File: config.mk
export PLATFORM = sky130hd
export DESIGN_NAME = lin_reg_seq
export DESIGN_NICKNAME = d
export VERILOG_FILES = /design/src/rtl/lin_reg_pkg.sv /design/src/rtl/lin_reg_mac_unit.sv /design/src/rtl/lin_reg_seq.sv
export SDC_FILE = /design/constraint.sdc
export NUM_CORES = 1
export LEC_CHECK = 0
export CAP_MARGIN = 20
export CORE_MARGIN = 2
export CORE_UTILIZATION = 45
export CTS_BUF_LIST = sky130_fd_sc_hd__clkbuf_8
export DETAILED_ROUTE_END_ITERATION = 8
export PLACE_DENSITY = 0.66
export SLEW_MARGIN = 20
export SYNTH_ARGS = -nofsm -noshare
export SYNTH_HDL_FRONTEND = slang
export SYNTH_HIERARCHICAL = 1
export SYNTH_SLANG_ARGS = --single-unit
File: constraint.sdc
create_clock -name clk -period 6.6 [get_ports clk]
set_input_delay 1.32 -clock clk [delete_from_list [all_inputs] [get_ports clk]]
set_output_delay 1.32 -clock clk [all_outputs]
set_load 0.01 [all_outputs]
File: src/rtl/lin_reg_pkg.sv
// Shared definitions for the sequential linear-regression engine.
//   state_t      : engine FSM states (ST_IDLE, ST_MAC, ST_DONE)
//   DEF_*        : default parameter values
//   coef_addr_w  : coefficient address width for a given feature count
package lin_reg_pkg;

  typedef enum logic [1:0] {
    ST_IDLE = 2'd0,
    ST_MAC  = 2'd1,
    ST_DONE = 2'd2
  } state_t;

  localparam int unsigned DEF_N_FEAT = 4;
  localparam int unsigned DEF_FEAT_W = 16;
  localparam int unsigned DEF_COEF_W = 16;
  localparam int unsigned DEF_ACC_W  = 32;

  // Address 0 is the bias, 1..n_feat are the slopes.
  function automatic int unsigned coef_addr_w(input int unsigned n_feat);
    return $clog2(n_feat + 1);
  endfunction

endpackage

File: src/rtl/lin_reg_mac_unit.sv
// Combinational multiply-accumulate step: sum = acc + feat*coef (unsigned).
// Config macro: LIN_REG_SAT_EN -- when defined, sum clamps to all-ones on
// overflow; otherwise it wraps modulo 2^ACC_W.
// Ports:
//   acc  in  ACC_W   running accumulator
//   feat in  FEAT_W  feature operand
//   coef in  COEF_W  slope operand
//   sum  out ACC_W   updated accumulator
//   ovf  out 1       carry out of ACC_W bits (product bits above ACC_W included)
module lin_reg_mac_unit
  import lin_reg_pkg::*;
#(
  parameter int unsigned FEAT_W = DEF_FEAT_W,
  parameter int unsigned COEF_W = DEF_COEF_W,
  parameter int unsigned ACC_W  = DEF_ACC_W
) (
  input  logic [ACC_W-1:0]  acc,
  input  logic [FEAT_W-1:0] feat,
  input  logic [COEF_W-1:0] coef,
  output logic [ACC_W-1:0]  sum,
  output logic              ovf
);

  localparam int unsigned PROD_W = FEAT_W + COEF_W;
  // Wide enough to hold acc + product without losing any bit above ACC_W.
  localparam int unsigned WIDE_W = ((PROD_W > ACC_W) ? PROD_W : ACC_W) + 1;

  logic [PROD_W-1:0] prod;
  logic [WIDE_W-1:0] wide;

  always_comb begin
    prod = PROD_W'(feat) * PROD_W'(coef);
    wide = WIDE_W'(acc) + WIDE_W'(prod);
    ovf  = |wide[WIDE_W-1:ACC_W];
`ifdef LIN_REG_SAT_EN
    sum  = ovf ? '1 : wide[ACC_W-1:0];
`else
    sum  = wide[ACC_W-1:0];
`endif
  end

endmodule

File: src/rtl/lin_reg_seq.sv
// Sequential linear-regression engine: pred = theta0 + sum(theta[k]*x[k-1]).
// One shared MAC datapath is stepped once per feature by an IDLE->MAC->DONE FSM.
// Config macro: LIN_REG_SAT_EN (saturating accumulate, see lin_reg_mac_unit).
// Ports:
//   clk, rst            clock; asynchronous active-high reset
//   in_valid/in_ready   sample handshake; in_feat packs feature i at [i*FEAT_W +: FEAT_W]
//   coef_we/addr/data   coefficient write (addr 0 = bias, k = slope of feature k-1), IDLE only
//   out_valid/out_ready prediction handshake; out_pred result, out_ovf sticky overflow
module lin_reg_seq
  import lin_reg_pkg::*;
#(
  parameter int unsigned N_FEAT = DEF_N_FEAT,
  parameter int unsigned FEAT_W = DEF_FEAT_W,
  parameter int unsigned COEF_W = DEF_COEF_W,
  parameter int unsigned ACC_W  = DEF_ACC_W
) (
  input  logic                                clk,
  input  logic                                rst,
  input  logic                                in_valid,
  output logic                                in_ready,
  input  logic [N_FEAT*FEAT_W-1:0]            in_feat,
  input  logic                                coef_we,
  input  logic [coef_addr_w(N_FEAT)-1:0]      coef_addr,
  input  logic [ACC_W-1:0]                    coef_data,
  output logic                                out_valid,
  input  logic                                out_ready,
  output logic [ACC_W-1:0]                    out_pred,
  output logic                                out_ovf
);

  localparam int unsigned ADDR_W = coef_addr_w(N_FEAT);

  state_t state, state_nxt;

  logic [ACC_W-1:0]  bias;
  logic [COEF_W-1:0] slope [N_FEAT];
  logic [FEAT_W-1:0] feat  [N_FEAT];
  logic [ACC_W-1:0]  acc;
  logic [ADDR_W-1:0] idx;
  logic              ovf;

  logic              accept;
  logic              last_step;
  logic [FEAT_W-1:0] cur_feat;
  logic [COEF_W-1:0] cur_coef;
  logic [ACC_W-1:0]  mac_sum;
  logic              mac_ovf;

  always_ff @(posedge clk or posedge rst) begin
    if (rst) state <= ST_IDLE;
    else     state <= state_nxt;
  end

  always_comb begin
    state_nxt = state;
    in_ready  = 1'b0;
    out_valid = 1'b0;
    accept    = 1'b0;
    last_step = 1'b0;
    case (state)
      ST_IDLE: begin
        // A pending coefficient write blocks acceptance so the sample always
        // sees a settled coefficient set.
        in_ready = !coef_we && !rst;
        accept   = in_valid && in_ready;
        if (accept) state_nxt = ST_MAC;
      end
      ST_MAC: begin
        last_step = (idx == ADDR_W'(N_FEAT - 1));
        if (last_step) state_nxt = ST_DONE;
      end
      ST_DONE: begin
        out_valid = 1'b1;
        if (out_ready) state_nxt = ST_IDLE;
      end
      default: state_nxt = ST_IDLE;
    endcase
  end

  // Operand select by compare rather than direct indexing keeps the index
  // width independent of the array size.
  always_comb begin
    cur_feat = '0;
    cur_coef = '0;
    for (int unsigned i = 0; i < N_FEAT; i++) begin
      if (idx == ADDR_W'(i)) begin
        cur_feat = feat[i];
        cur_coef = slope[i];
      end
    end
  end

  lin_reg_mac_unit #(
    .FEAT_W (FEAT_W),
    .COEF_W (COEF_W),
    .ACC_W  (ACC_W)
  ) u_mac (
    .acc  (acc),
    .feat (cur_feat),
    .coef (cur_coef),
    .sum  (mac_sum),
    .ovf  (mac_ovf)
  );

  always_ff @(posedge clk or posedge rst) begin
    if (rst) begin
      bias <= '0;
      for (int unsigned i = 0; i < N_FEAT; i++) begin
        slope[i] <= '0;
        feat[i]  <= '0;
      end
      acc <= '0;
      idx <= '0;
      ovf <= 1'b0;
    end else begin
      // Addresses above N_FEAT match no register and are dropped.
      if (state == ST_IDLE && coef_we) begin
        if (coef_addr == '0) bias <= coef_data;
        for (int unsigned i = 0; i < N_FEAT; i++) begin
          if (coef_addr == ADDR_W'(i + 1)) slope[i] <= coef_data[COEF_W-1:0];
        end
      end
      if (accept) begin
        for (int unsigned i = 0; i < N_FEAT; i++) begin
          feat[i] <= in_feat[i*FEAT_W +: FEAT_W];
        end
        acc <= bias;
        idx <= '0;
        ovf <= 1'b0;
      end
      if (state == ST_MAC) begin
        acc <= mac_sum;
        ovf <= ovf | mac_ovf;
        idx <= last_step ? '0 : idx + ADDR_W'(1);
      end
    end
  end

  assign out_pred = acc;
  assign out_ovf  = ovf;

endmodule

==> metrics.yaml <==
floorplanning:
  core.rowCount: 74
  io_pins: 139
  start_util_pct: 45.7
  die_y_um: 208
  core_mm2: 0.0409
  fp.dieW_um: 208
  die-area_mm2: 0.0432
setup_path:
  cp-start-kind: "register"
  worstPathArrival_ns: 7.67
  cp_top_family: "adder cells"
  crit_path_end_kind: "register"
  crit_buf_inv: 6
  path_common_cell: "fa_1"
  worstPathRequired_ns: 7.08
  max_stage_delay_ns: 0.61
  crit_start: "idx[0]"
  timing.rr.start: "idx[0]"
  rrSetupSlack_ns: -0.59
  critPathKind: "register to register"
  cp_slowest_cell: "fa_2"
  cp_max_fo: 7
timing:
  finalHoldViolCount: 0
  tns_ns: -7.86
  layout_setup_ws_ns: -0.595
  fmaxAchievable_mhz: 139
  setup_viol_count_final: 21
  rsz0062_at_grt: "true"
  maxSlewViolCount: 0
  period_minus_slack_ns: 7.19
  relSlewSlack_pct: 31.7
  skew_ns: 0.0241
  fin_crit_sh_pct: 109
  worstMarginPinSlew_ns: 1.02
routing:
  dr_total_vias: 14200
  routed_wl_um: 52900
  drtIter0Drc: 820
  dr.pass1.iters: 5
  ant_nets: 0
  wire_per_inst_um: 19.5
  detail_route.vias_per_cell: 5.24
  drc: 0
synth:
  yosysWarningCount: 6
  syn_avg_cell_area_um2: 10.3
  synth.top_cell.area_share_pct: 26.5
  synth_area_leader_cell: "dfrtp_1"
  synth_seq_cells: 198
  netlist_area_mm2: 0.0187
  ys.flop_type: "dfrtp_1"
  synth_cell_types: 67
  synth_edf_count: 0
  synthArstFlopShare_pct: 100
  syn_nets: 2257
  synth_seq_area_share_pct: 26.5
  syn_inst: 1819
  synthTopCellsByArea: "dfrtp_1 (27%), fa_1 (24%), mux2_2 (9.6%)"
clocking:
  cts_tree: "done"
  clock-sinks: 198
  cts_buffers: 17
  clk-insertion-delay-late_ns: 0.59
  h-tree-depth: 4
  cts_buffer_depth: 2
  clk_pin_slew_ns: 0.11
  cts_root_buffer: "clkbuf_8"
placed_design:
  hpwl_um: 38900
  globalplace.congestion: 0.850
  io_buffers: 138
global_route:
  grt_pass1_wl_um: 85200
  antenna_found_initial: 3
  grt_max_degree: 135
  grt_pass1_vias: 15300
  overflow: 0
  track_usage_pct: 25.2
cells_and_area:
  drive_above_1_share_pct: 33.9
  final_common_cell: "inv_1"
  multi_input_area_mm2: 0.0136
  nFillCells: 3343
  nNetsFinal: 2600
  syn2layout_area_growth_pct: 34.6
  regArea_mm2: 0.00496
  layout_common_cells: "inv_1 (321), fa_1 (211), buf_4 (200)"
run_status:
  violations: "setup timing"
  status: "finished, violations left"
hold_path:
  min-delay-start: "slope[50]"
  hold_class: "register to register"
job:
  cap_viol_max_count: 0
flip-flops by register name, indices dropped and copies added (netlist names):
register / count
bias: 32
out_ovf: 1
slope: 64
feat: 64
state: 2
idx: 3
out_pred: 32
metrics by stage:
| step | util (%) | std cells | setup WS (ns) | hold WS [ns] | area, µm² |
|---|---|---|---|---|---|
| 2_1_floorplan | - | 1819 | -0.112 | 0.473 | 19900 |
| 3_3_place_gp | 56.1 | 2589 | -0.673 | 0.479 | 22900 |
| 3_5_place_dp | 56.1 | 2589 | -0.690 | 0.488 | 22900 |
| 4_1_cts | 59.5 | 2671 | -0.454 | 0.513 | 24400 |
| 5_1_grt | 61.5 | 2707 | -0.750 | 0.528 | 25200 |
| 6_report | 61.5 | 2709 | -0.595 | 0.510 | 25200 |
cells in the mapped netlist, drive strengths merged (5+ instances only):
library cell / n
xnor2: 16
a21oi: 32
o31ai: 6
a21o: 8
o32ai: 29
xor2: 11
nand3: 11
nand4: 5
nor2b: 55
ha: 108
a221o: 32
inv: 347
buf: 30
o21ai: 22
mux2: 160
o21a: 5
a221oi: 34
and2: 163
nand2: 193
dfrtp: 198
fa: 226
nor2: 19
nor3: 6
clkbuf: 65
worst register-to-register path, cell delays in order, from the launching register on:
cell	delay, ns
dfrtp_2	0.48
ha_4	0.23
clkbuf_16	0.17
nor2b_1	0.22
a221oi_4	0.11
buf_4	0.17
o32ai_4	0.37
buf_4	0.20
and2_1	0.14
fa_1	0.45
fa_1	0.54
fa_2	0.61
fa_1	0.44
fa_1	0.49
inv_1	0.05
fa_1	0.50
inv_2	0.05
ha_4	0.29
nand4_1	0.21
buf_4	0.21
or4_4	0.44
o21ai_4	0.16
a21oi_2	0.07
xnor2_1	0.12
and2_1	0.14
a221o_1	0.25
metal layers:
metal | up-vias | global-route usage (%) | share of wire, %
met3 | 62 | 5.16 | 4.9
met4 | 0 | 7.21 | 1.8
met5 | - | 0 | 0
li1 | 6489 | - | -
met2 | 365 | 40.5 | 48
met1 | 7284 | 34.7 | 45
path summary, 6_finish.rpt:
check / to / depth (start not counted)
hold reg to reg: slope[50] / 1
setup reg to reg: out_pred[30] / 25
min in group asynchronous: state[1] / 3
max in group asynchronous: bias[29] / 3
hold / removal: slope[50] / 1
setup / recovery: out_pred[30] / 25
timing repair:
action,in CTS,in global routing
endpoints found under the setup margin,23,24
resized for setup,113,114
pin swaps,61,73
hold buffers,0,0
gates cloned,3,6
hold endpoints to repair,0,0
setup buffers,48,38
cells by family after synthesis:
logic type	count (synthesis)	synth area share, %
buffers and inverters	442	9.84
muxes	163	9.80
and+or+nand+nor	468	13.1
xor gates and xnor gates	27	1.26
adders and majority gates	334	31.4
DFF	198	26.5
AOI/OAI and AO/OA	187	8.12
cell type report:
| class | instances | share of cell area [%] |
|---|---|---|
| multi-input combinational | 1182 | 54.2 |
| sequential | 198 | 19.7 |
| timing repair buffer | 416 | 16.7 |
| inverter | 347 | 5.20 |
| tap | 532 | 2.64 |
| clock buffer | 18 | 0.984 |
| clock inverter | 14 | 0.562 |
| antenna | 2 | 0.0199 |
Power is not shown: default switching activity piles up to over one toggle a cycle in this logic, so the estimate is an artifact.
